--- config.mk ---
export PLATFORM = sky130hd
export DESIGN_NAME = unified_mem_arbiter_flat
export DESIGN_NICKNAME = d
export VERILOG_FILES = /design/src/rtl/unified_mem_arbiter_if.sv /design/src/rtl/unified_mem_arbiter.sv /design/src/flat_wrapper.sv
export SDC_FILE = /design/constraint.sdc
export NUM_CORES = 1
export LEC_CHECK = 0
export ABC_AREA = 0
export ABC_CLOCK_PERIOD_IN_PS = 7300
export CAP_MARGIN = 20
export CORE_MARGIN = 2
export CORE_UTILIZATION = 45
export DETAILED_ROUTE_END_ITERATION = 6
export PLACE_DENSITY_LB_ADDON = 0.25
export SYNTH_ARGS = -nofsm -noshare
export SYNTH_HDL_FRONTEND = slang
export SYNTH_SLANG_ARGS = --single-unit
--- constraint.sdc ---
create_clock -name clk -period 7.3 [get_ports clk]
set_clock_uncertainty 0.15 [all_clocks]
set_input_delay 1.46 -clock clk [delete_from_list [all_inputs] [get_ports clk]]
set_output_delay 1.46 -clock clk [all_outputs]
set_load 0.02 [all_outputs]
--- src/rtl/unified_mem_arbiter_if.sv ---
// unified_mem_arbiter_if: fetch, load/store and memory handshake bundle; slave = arbiter side, master = requesters and memory
interface unified_mem_arbiter_if #(
  parameter int N = 32
);
  logic         if_req;
  logic [N-1:0] if_addr;
  logic [N-1:0] if_rdata;
  logic         if_valid;
  logic         d_req;
  logic         d_we;
  logic [N-1:0] d_addr;
  logic [N-1:0] d_wdata;
  logic [1:0]   d_size;
  logic [N-1:0] d_rdata;
  logic         d_valid;
  logic         mem_req;
  logic         mem_we;
  logic [N-1:0] mem_addr;
  logic [N-1:0] mem_wdata;
  logic [1:0]   mem_size;
  logic [N-1:0] mem_rdata;
  logic         mem_ready;
  logic         stall;
  modport slave (
    input  if_req, if_addr, d_req, d_we, d_addr, d_wdata, d_size, mem_rdata, mem_ready,
    output if_rdata, if_valid, d_rdata, d_valid, mem_req, mem_we, mem_addr, mem_wdata, mem_size, stall
  );
  modport master (
    output if_req, if_addr, d_req, d_we, d_addr, d_wdata, d_size, mem_rdata, mem_ready,
    input  if_rdata, if_valid, d_rdata, d_valid, mem_req, mem_we, mem_addr, mem_wdata, mem_size, stall
  );
endinterface

--- src/rtl/unified_mem_arbiter.sv ---
// unified_mem_arbiter: shares one memory port between fetch and load/store with a data-burst cap, variable latency and stall
module unified_mem_arbiter #(
  parameter int N = 32,
  parameter int MAX_DATA_BURST = 4
) (
  input logic clk,
  input logic rst,
  unified_mem_arbiter_if.slave bus
);
  typedef enum logic [1:0] {IDLE, FETCH, DATA} state_t;
  state_t       r_state;
  state_t       w_next;
  logic [3:0]   r_burst_cnt;
  logic         w_burst_full;
  logic         w_grant_d;
  logic         w_grant_f;
  logic         w_done;
  logic [N-1:0] w_rdata;
  always_comb begin
    w_burst_full = r_burst_cnt == 4'(MAX_DATA_BURST);
    w_grant_d = r_state == IDLE && bus.d_req && !(bus.if_req && w_burst_full);
    w_grant_f = r_state == IDLE && bus.if_req && !w_grant_d;
    w_done = r_state != IDLE && bus.mem_ready;
    w_rdata = bus.mem_rdata;
    w_next = w_grant_d ? DATA : w_grant_f ? FETCH : w_done ? IDLE : r_state;
  end
  always_ff @(posedge clk or posedge rst) begin
    if (rst) r_state <= IDLE;
    else r_state <= w_next;
  end
  always_ff @(posedge clk or posedge rst) begin
    if (rst) begin
      bus.mem_req <= 1'b0;
      bus.mem_we <= 1'b0;
      bus.mem_addr <= '0;
      bus.mem_wdata <= '0;
      bus.mem_size <= 2'b00;
      bus.if_rdata <= '0;
      bus.d_rdata <= '0;
      bus.if_valid <= 1'b0;
      bus.d_valid <= 1'b0;
      r_burst_cnt <= 4'd0;
    end else begin
      bus.if_valid <= w_done && r_state == FETCH;
      bus.d_valid <= w_done && r_state == DATA;
      if (w_done && r_state == FETCH) bus.if_rdata <= w_rdata;
      if (w_done && r_state == DATA && !bus.mem_we) bus.d_rdata <= w_rdata;
      if (w_done) begin
        bus.mem_req <= 1'b0;
        bus.mem_we <= 1'b0;
      end
      if (w_grant_f) begin
        bus.mem_req <= 1'b1;
        bus.mem_we <= 1'b0;
        bus.mem_addr <= bus.if_addr;
        bus.mem_size <= 2'b10;
        r_burst_cnt <= 4'd0;
      end
      if (w_grant_d) begin
        bus.mem_req <= 1'b1;
        bus.mem_we <= bus.d_we;
        bus.mem_addr <= bus.d_addr;
        bus.mem_wdata <= bus.d_wdata;
        bus.mem_size <= bus.d_size == 2'b11 ? 2'b10 : bus.d_size;
        r_burst_cnt <= !bus.if_req ? 4'd0 : w_burst_full ? r_burst_cnt : r_burst_cnt + 4'd1;
      end
    end
  end
  assign bus.stall = (bus.if_req & ~bus.if_valid) | (bus.d_req & ~bus.d_valid);
endmodule

--- src/flat_wrapper.sv ---
// flat-port wrapper written by rule: the top's interface ports become plain ports
module unified_mem_arbiter_flat 
#(
  parameter int N = 32,
  parameter int MAX_DATA_BURST = 4
)
  (clk, rst, bus_if_req, bus_if_addr, bus_d_req, bus_d_we, bus_d_addr, bus_d_wdata, bus_d_size, bus_mem_rdata, bus_mem_ready, bus_if_rdata, bus_if_valid, bus_d_rdata, bus_d_valid, bus_mem_req, bus_mem_we, bus_mem_addr, bus_mem_wdata, bus_mem_size, bus_stall);
  unified_mem_arbiter_if #(.N(N)) bus_i ();
  input logic clk;
  input logic rst;
  input wire logic [$bits(bus_i.if_req)-1:0] bus_if_req;
  input wire logic [$bits(bus_i.if_addr)-1:0] bus_if_addr;
  input wire logic [$bits(bus_i.d_req)-1:0] bus_d_req;
  input wire logic [$bits(bus_i.d_we)-1:0] bus_d_we;
  input wire logic [$bits(bus_i.d_addr)-1:0] bus_d_addr;
  input wire logic [$bits(bus_i.d_wdata)-1:0] bus_d_wdata;
  input wire logic [$bits(bus_i.d_size)-1:0] bus_d_size;
  input wire logic [$bits(bus_i.mem_rdata)-1:0] bus_mem_rdata;
  input wire logic [$bits(bus_i.mem_ready)-1:0] bus_mem_ready;
  output wire logic [$bits(bus_i.if_rdata)-1:0] bus_if_rdata;
  output wire logic [$bits(bus_i.if_valid)-1:0] bus_if_valid;
  output wire logic [$bits(bus_i.d_rdata)-1:0] bus_d_rdata;
  output wire logic [$bits(bus_i.d_valid)-1:0] bus_d_valid;
  output wire logic [$bits(bus_i.mem_req)-1:0] bus_mem_req;
  output wire logic [$bits(bus_i.mem_we)-1:0] bus_mem_we;
  output wire logic [$bits(bus_i.mem_addr)-1:0] bus_mem_addr;
  output wire logic [$bits(bus_i.mem_wdata)-1:0] bus_mem_wdata;
  output wire logic [$bits(bus_i.mem_size)-1:0] bus_mem_size;
  output wire logic [$bits(bus_i.stall)-1:0] bus_stall;
  assign bus_i.if_req = bus_if_req;
  assign bus_i.if_addr = bus_if_addr;
  assign bus_i.d_req = bus_d_req;
  assign bus_i.d_we = bus_d_we;
  assign bus_i.d_addr = bus_d_addr;
  assign bus_i.d_wdata = bus_d_wdata;
  assign bus_i.d_size = bus_d_size;
  assign bus_i.mem_rdata = bus_mem_rdata;
  assign bus_i.mem_ready = bus_mem_ready;
  assign bus_if_rdata = bus_i.if_rdata;
  assign bus_if_valid = bus_i.if_valid;
  assign bus_d_rdata = bus_i.d_rdata;
  assign bus_d_valid = bus_i.d_valid;
  assign bus_mem_req = bus_i.mem_req;
  assign bus_mem_we = bus_i.mem_we;
  assign bus_mem_addr = bus_i.mem_addr;
  assign bus_mem_wdata = bus_i.mem_wdata;
  assign bus_mem_size = bus_i.mem_size;
  assign bus_stall = bus_i.stall;
  unified_mem_arbiter #(.N(N), .MAX_DATA_BURST(MAX_DATA_BURST)) u_core (.clk(clk), .rst(rst), .bus(bus_i));
endmodule
# Word level (Yosys, flattened, before mapping)
# Cells that the tools add are included.
[word_totals]
reg_bits = 140
latchBits = 0
ramBits = 0
rom_bits = 0
input_bits = 136
word_cells = 56
mem_count = 0
[classes]
addsub = 1
n_mul = 0
n_div = 0
magnitude_cmp = 0
n_eq_ne = 5
n_shift = 0
mux = 17
bitwise_logic = 5
reduce_logical = 17
[op_table]
columns = ["operator", "n"]
rows = [
  ["32-bit two-way mux", 2],
  ["4-bit two-way mux", 4],
  ["2-bit two-way mux", 6],
  ["1-bit logical AND", 9],
  ["1-bit two-way mux", 5],
  ["4-bit by 1-bit adder with 4-bit output, second input constant", 1],
  ["2-bit == test, second input constant", 2],
  ["4-bit by 3-bit == test with 1-bit output, second input constant", 1],
  ["2-bit nonzero test", 2],
  ["1-bit logical NOT", 3],
  ["3-bit != test, second input constant", 1],
  ["3-bit nonzero test", 1],
  ["1-bit AND", 2],
  ["2-bit by 1-bit == test with 1-bit output, second input constant", 1],
  ["2-bit logical NOT", 1],
  ["1-bit NOT", 2],
  ["2-bit AND reduction", 1],
  ["1-bit OR", 1],
]

# Depth between registers and ports, before layout
[logic_depth]
ltp_word = 8
ltp_mapped = 6
ltp_nobuf = 5

# Least setup slack after synthesis
# Ideal clock, no wire load.
[synth_timing]
path_kind = "in2out"
startpoint = "in bus_if_req"
endpoint = "out bus_stall"
t_arrival_ps = 1853
path_slack_ps = 3837
path_stages = 2
n_path_buf = 0
path_cell_list = "inv_1 > o22ai_1"
[synth_between]
elab_chain_len = 2
[synth_lines]
columns = ["item", "line", "rtl"]
rows = [
  ["start, declared", "flat_wrapper.sv:11", "input wire logic [$bits(bus_i.if_req)-1:0] bus_if_req;"],
  ["1-bit AND", "unified_mem_arbiter.sv:69", "assign bus.stall = (bus.if_req & ~bus.if_valid) | (bus.d_req & ~bus.d_valid);"],
  ["1-bit OR", "unified_mem_arbiter.sv:69", ""],
  ["end, declared", "flat_wrapper.sv:29", "output wire logic [$bits(bus_i.stall)-1:0] bus_stall;"],
]
# No other way between the ends.

# Final worst setup path
[layout_timing]
startpoint = "in bus_d_req"
endpoint = "out bus_stall"
[layout_between]
elab_chain_len = 2
[layout_lines]
columns = ["item", "line", "rtl"]
rows = [
  ["start, declared", "flat_wrapper.sv:13", "input wire logic [$bits(bus_i.d_req)-1:0] bus_d_req;"],
  ["1-bit AND", "unified_mem_arbiter.sv:69", ""],
  ["1-bit OR", "unified_mem_arbiter.sv:69", ""],
]
# No other way between the ends.

==> results.toml <==
[cells_and_area]
n_fill_cell = 849
drive_gt1_share_pct = 30.47
fin_area_sq_um = 9363
fin_nets = 779
multi_input_area_sq_um = 2197
post_layout_nonfiller_instances = 825
diodes = 0
post-route-util_pct = 73.89
seq_area_sq_um = 3503
area_growth_pct = 59.08

[logic_synthesis]
yosysWarnings = 0
synthTopCellsByArea = "dfrtp_1 60%, mux2_2 24%, mux2_4 7.7%"
synth_top_area_share_pct = 59.52
yosys.area.top_type = "dfrtp_1"
synth_cell_types = 31
post_synth.cell_area_avg_sq_um = 16.26
synth_area_sq_um = 5886
ys_ff_latch = 140
synth_cells = 362
seq_area_frac_synth_pct = 59.52
synth.net_count = 500

[pwr]
peakVddDrop_mv = 0.2864
power_mw = 4.523
p_per_area_nw_per_um2 = 483.0
leakage_nw = 3.992

[placed_design]
post-place-ws_ns = 2.718
hpwl_mm = 11.33
place.gp.congestion = 0.7986
port_buffers = 270
place_inst = 792
dpl_cell_area_sq_um = 8695

[die]
start_util_pct = 46.45
coreArea_sq_um = 12670
die_x_um = 118.4
ios = 271
die_area_sq_um = 14010
fp.dieH_um = 118.4
rows = 41

[setup_path]
reg2reg_depth = 6
crit_type = "input port to output pin"
startpoint_type = "input port"
worstPathRequired_ns = 5.69
cp_max_fo = 7
endpoint_kind = "output pin"
arrival_ns = 3.02

[global_route]
groute.usage.overall_pct = 23.07
grt_pass1_vias = 4651
grt-ovfl-total = 0
grt_pass1_wl_mm = 24.96
grt_antenna_before_repair = 0
grt_max_degree = 81

[route]
ant_nets = 0
wire_per_inst_um = 18.78
avgViaCountPerCell = 4.962
drt-total-wl_mm = 15.50
drc_errors = 0
drt_first_pass_iters = 4
drtIter0Drc = 156
dr_total_vias = 4094

[sta]
relSlewSlack_pct = 63.05
rsz0062_at_grt = "false"
worstMarginPinSlew_ns = 0.5542
hold_violations = 0
post-route-period-util_pct = 63.43
fin_setup_tns_ns = 0
max_freq_mhz = 216.0
setup_slack_ns = 2.670
hold_ws_ns = 0.3416
min_period_ns = 4.630
setup_violations = 0
slew_viol_final = 0

[run_status]
outcome = "completed"

[min_path]
min_path_cells = 1
hold_path_class = "register to register"

[clock_network]
cts_buffers = 17
clkTransAtPathRegs_ns = 0.06
clock_latency_ns = 0.41
cts_hold_buf = 0
cts_max_level = 4
root_buffer = "clkbuf_16"
cts.sinks = 140
cts_tree = "done"
cts_resized = 0
cts_setup_buffers = 0
clockBufferDepth = 2

[job]
max_cap_viol_count = 0
[layout make-up]
| class | count | area share, % |
|---|---|---|
| timing repair buffer | 276 | 29.77 |
| clock inverter | 6 | 1.149 |
| tap | 172 | 2.299 |
| clock buffer | 25 | 5.399 |
| multi-input combinational | 195 | 23.47 |
| sequential | 140 | 37.42 |
| inverter | 11 | 0.4945 |
[critical path: stages]
cell,delay [ns]
clkdlybuf4s50_1,0.70
inv_1,0.09
o22ai_1,0.15
clkdlybuf4s50_1,0.62
[placed cells by master, fill, tap and decap left out, types with 2 or more instances in the layout]
master,netlist,layout
clkdlybuf4s50_1,0,270
nand2_1,4,4
mux2_4,30,30
mux2_1,2,2
clkbuf_8,0,5
mux2_2,128,128
bufinv_16,0,3
o2bb2ai_1,2,2
o21ai_0,4,4
buf_16,0,2
clkbuf_1,0,3
nor2_1,4,4
inv_1,11,10
a32o_1,2,2
ha_1,2,2
clkbuf_16,0,17
clkinv_2,0,2
buf_4,3,4
dfrtp_1,140,140
[path summary, 6_finish.rpt]
| check | from | end | slack [ns] |
|---|---|---|---|
| worst min-delay path | u_core.bus.d_rdata[0] | u_core.bus.d_rdata[0] | 0.34 |
| worst max register to register | u_core.r_burst_cnt[0] | u_core.bus.mem_wdata[29] | 5.14 |
| worst max-delay path | bus_d_req | bus_stall | 2.67 |
| max in group asynchronous | rst | u_core.bus.mem_wdata[21] | 4.64 |
| worst min register to register | u_core.bus.d_rdata[0] | u_core.bus.d_rdata[0] | 0.34 |
| min in group asynchronous | rst | u_core.bus.if_rdata[31] | 1.34 |
[cells in the mapped netlist, drive strengths merged]
library cell and n:
mux2 160, dfrtp 140, nor3 1, ha 2, nand3 2, a21o 1
or2 1, nand3b 1, xor2 1, nor3b 1, nand2 4, a21oi 1
inv 11, o311ai 1, o2bb2ai 2, and3 1, o21ai 5, nor2 4
nand4b 1, o211ai 1, nand4 1, a22oi 1, o22ai 1, buf 16
a32o 2
[power by group]
| group | internal (mW) | total (mW) | switching [mW] |
|---|---|---|---|
| clock network | 0.580 | 0.889 | 0.309 |
| registers | 1.17 | 1.38 | 0.211 |
| logic | 1.25 | 2.25 | 1.00 |
| total | 3.00 | 4.52 | 1.52 |
[metal layers]
metal | vias up | GRT usage, % | wire length [um]
li1 | 1846 | - | -
met1 | 2028 | 26.24 | 5930
met2 | 192 | 38.73 | 7788
met3 | 28 | 9.508 | 1393
met4 | 0 | 8.810 | 383
met5 | - | 0 | 0
[state kept, by name (all words and copies together) (netlist names)]
signal,count
u_core.bus.d_rdata,32
u_core.bus.d_valid,1
u_core.bus.mem_wdata,32
u_core.bus.if_valid,1
u_core.bus.if_rdata,32
u_core.bus.mem_addr,32
u_core.bus.mem_req,1
u_core.r_state,2
u_core.r_burst_cnt,4
u_core.bus.mem_we,1
u_core.bus.mem_size,2
[cells by family after synthesis]
kind of cell | after synthesis | share of synthesized area (%)
DFF | 140 | 59.52
xor gates and xnor gates | 1 | 0.1488
muxes | 160 | 32.53
adders and majority gates | 2 | 0.4251
buffers and inverters | 27 | 3.252
AOI/OAI and AO/OA | 15 | 2.147
and+or+nand+nor | 17 | 1.977
No activity file was read; power rests on OpenSTA's default activity.
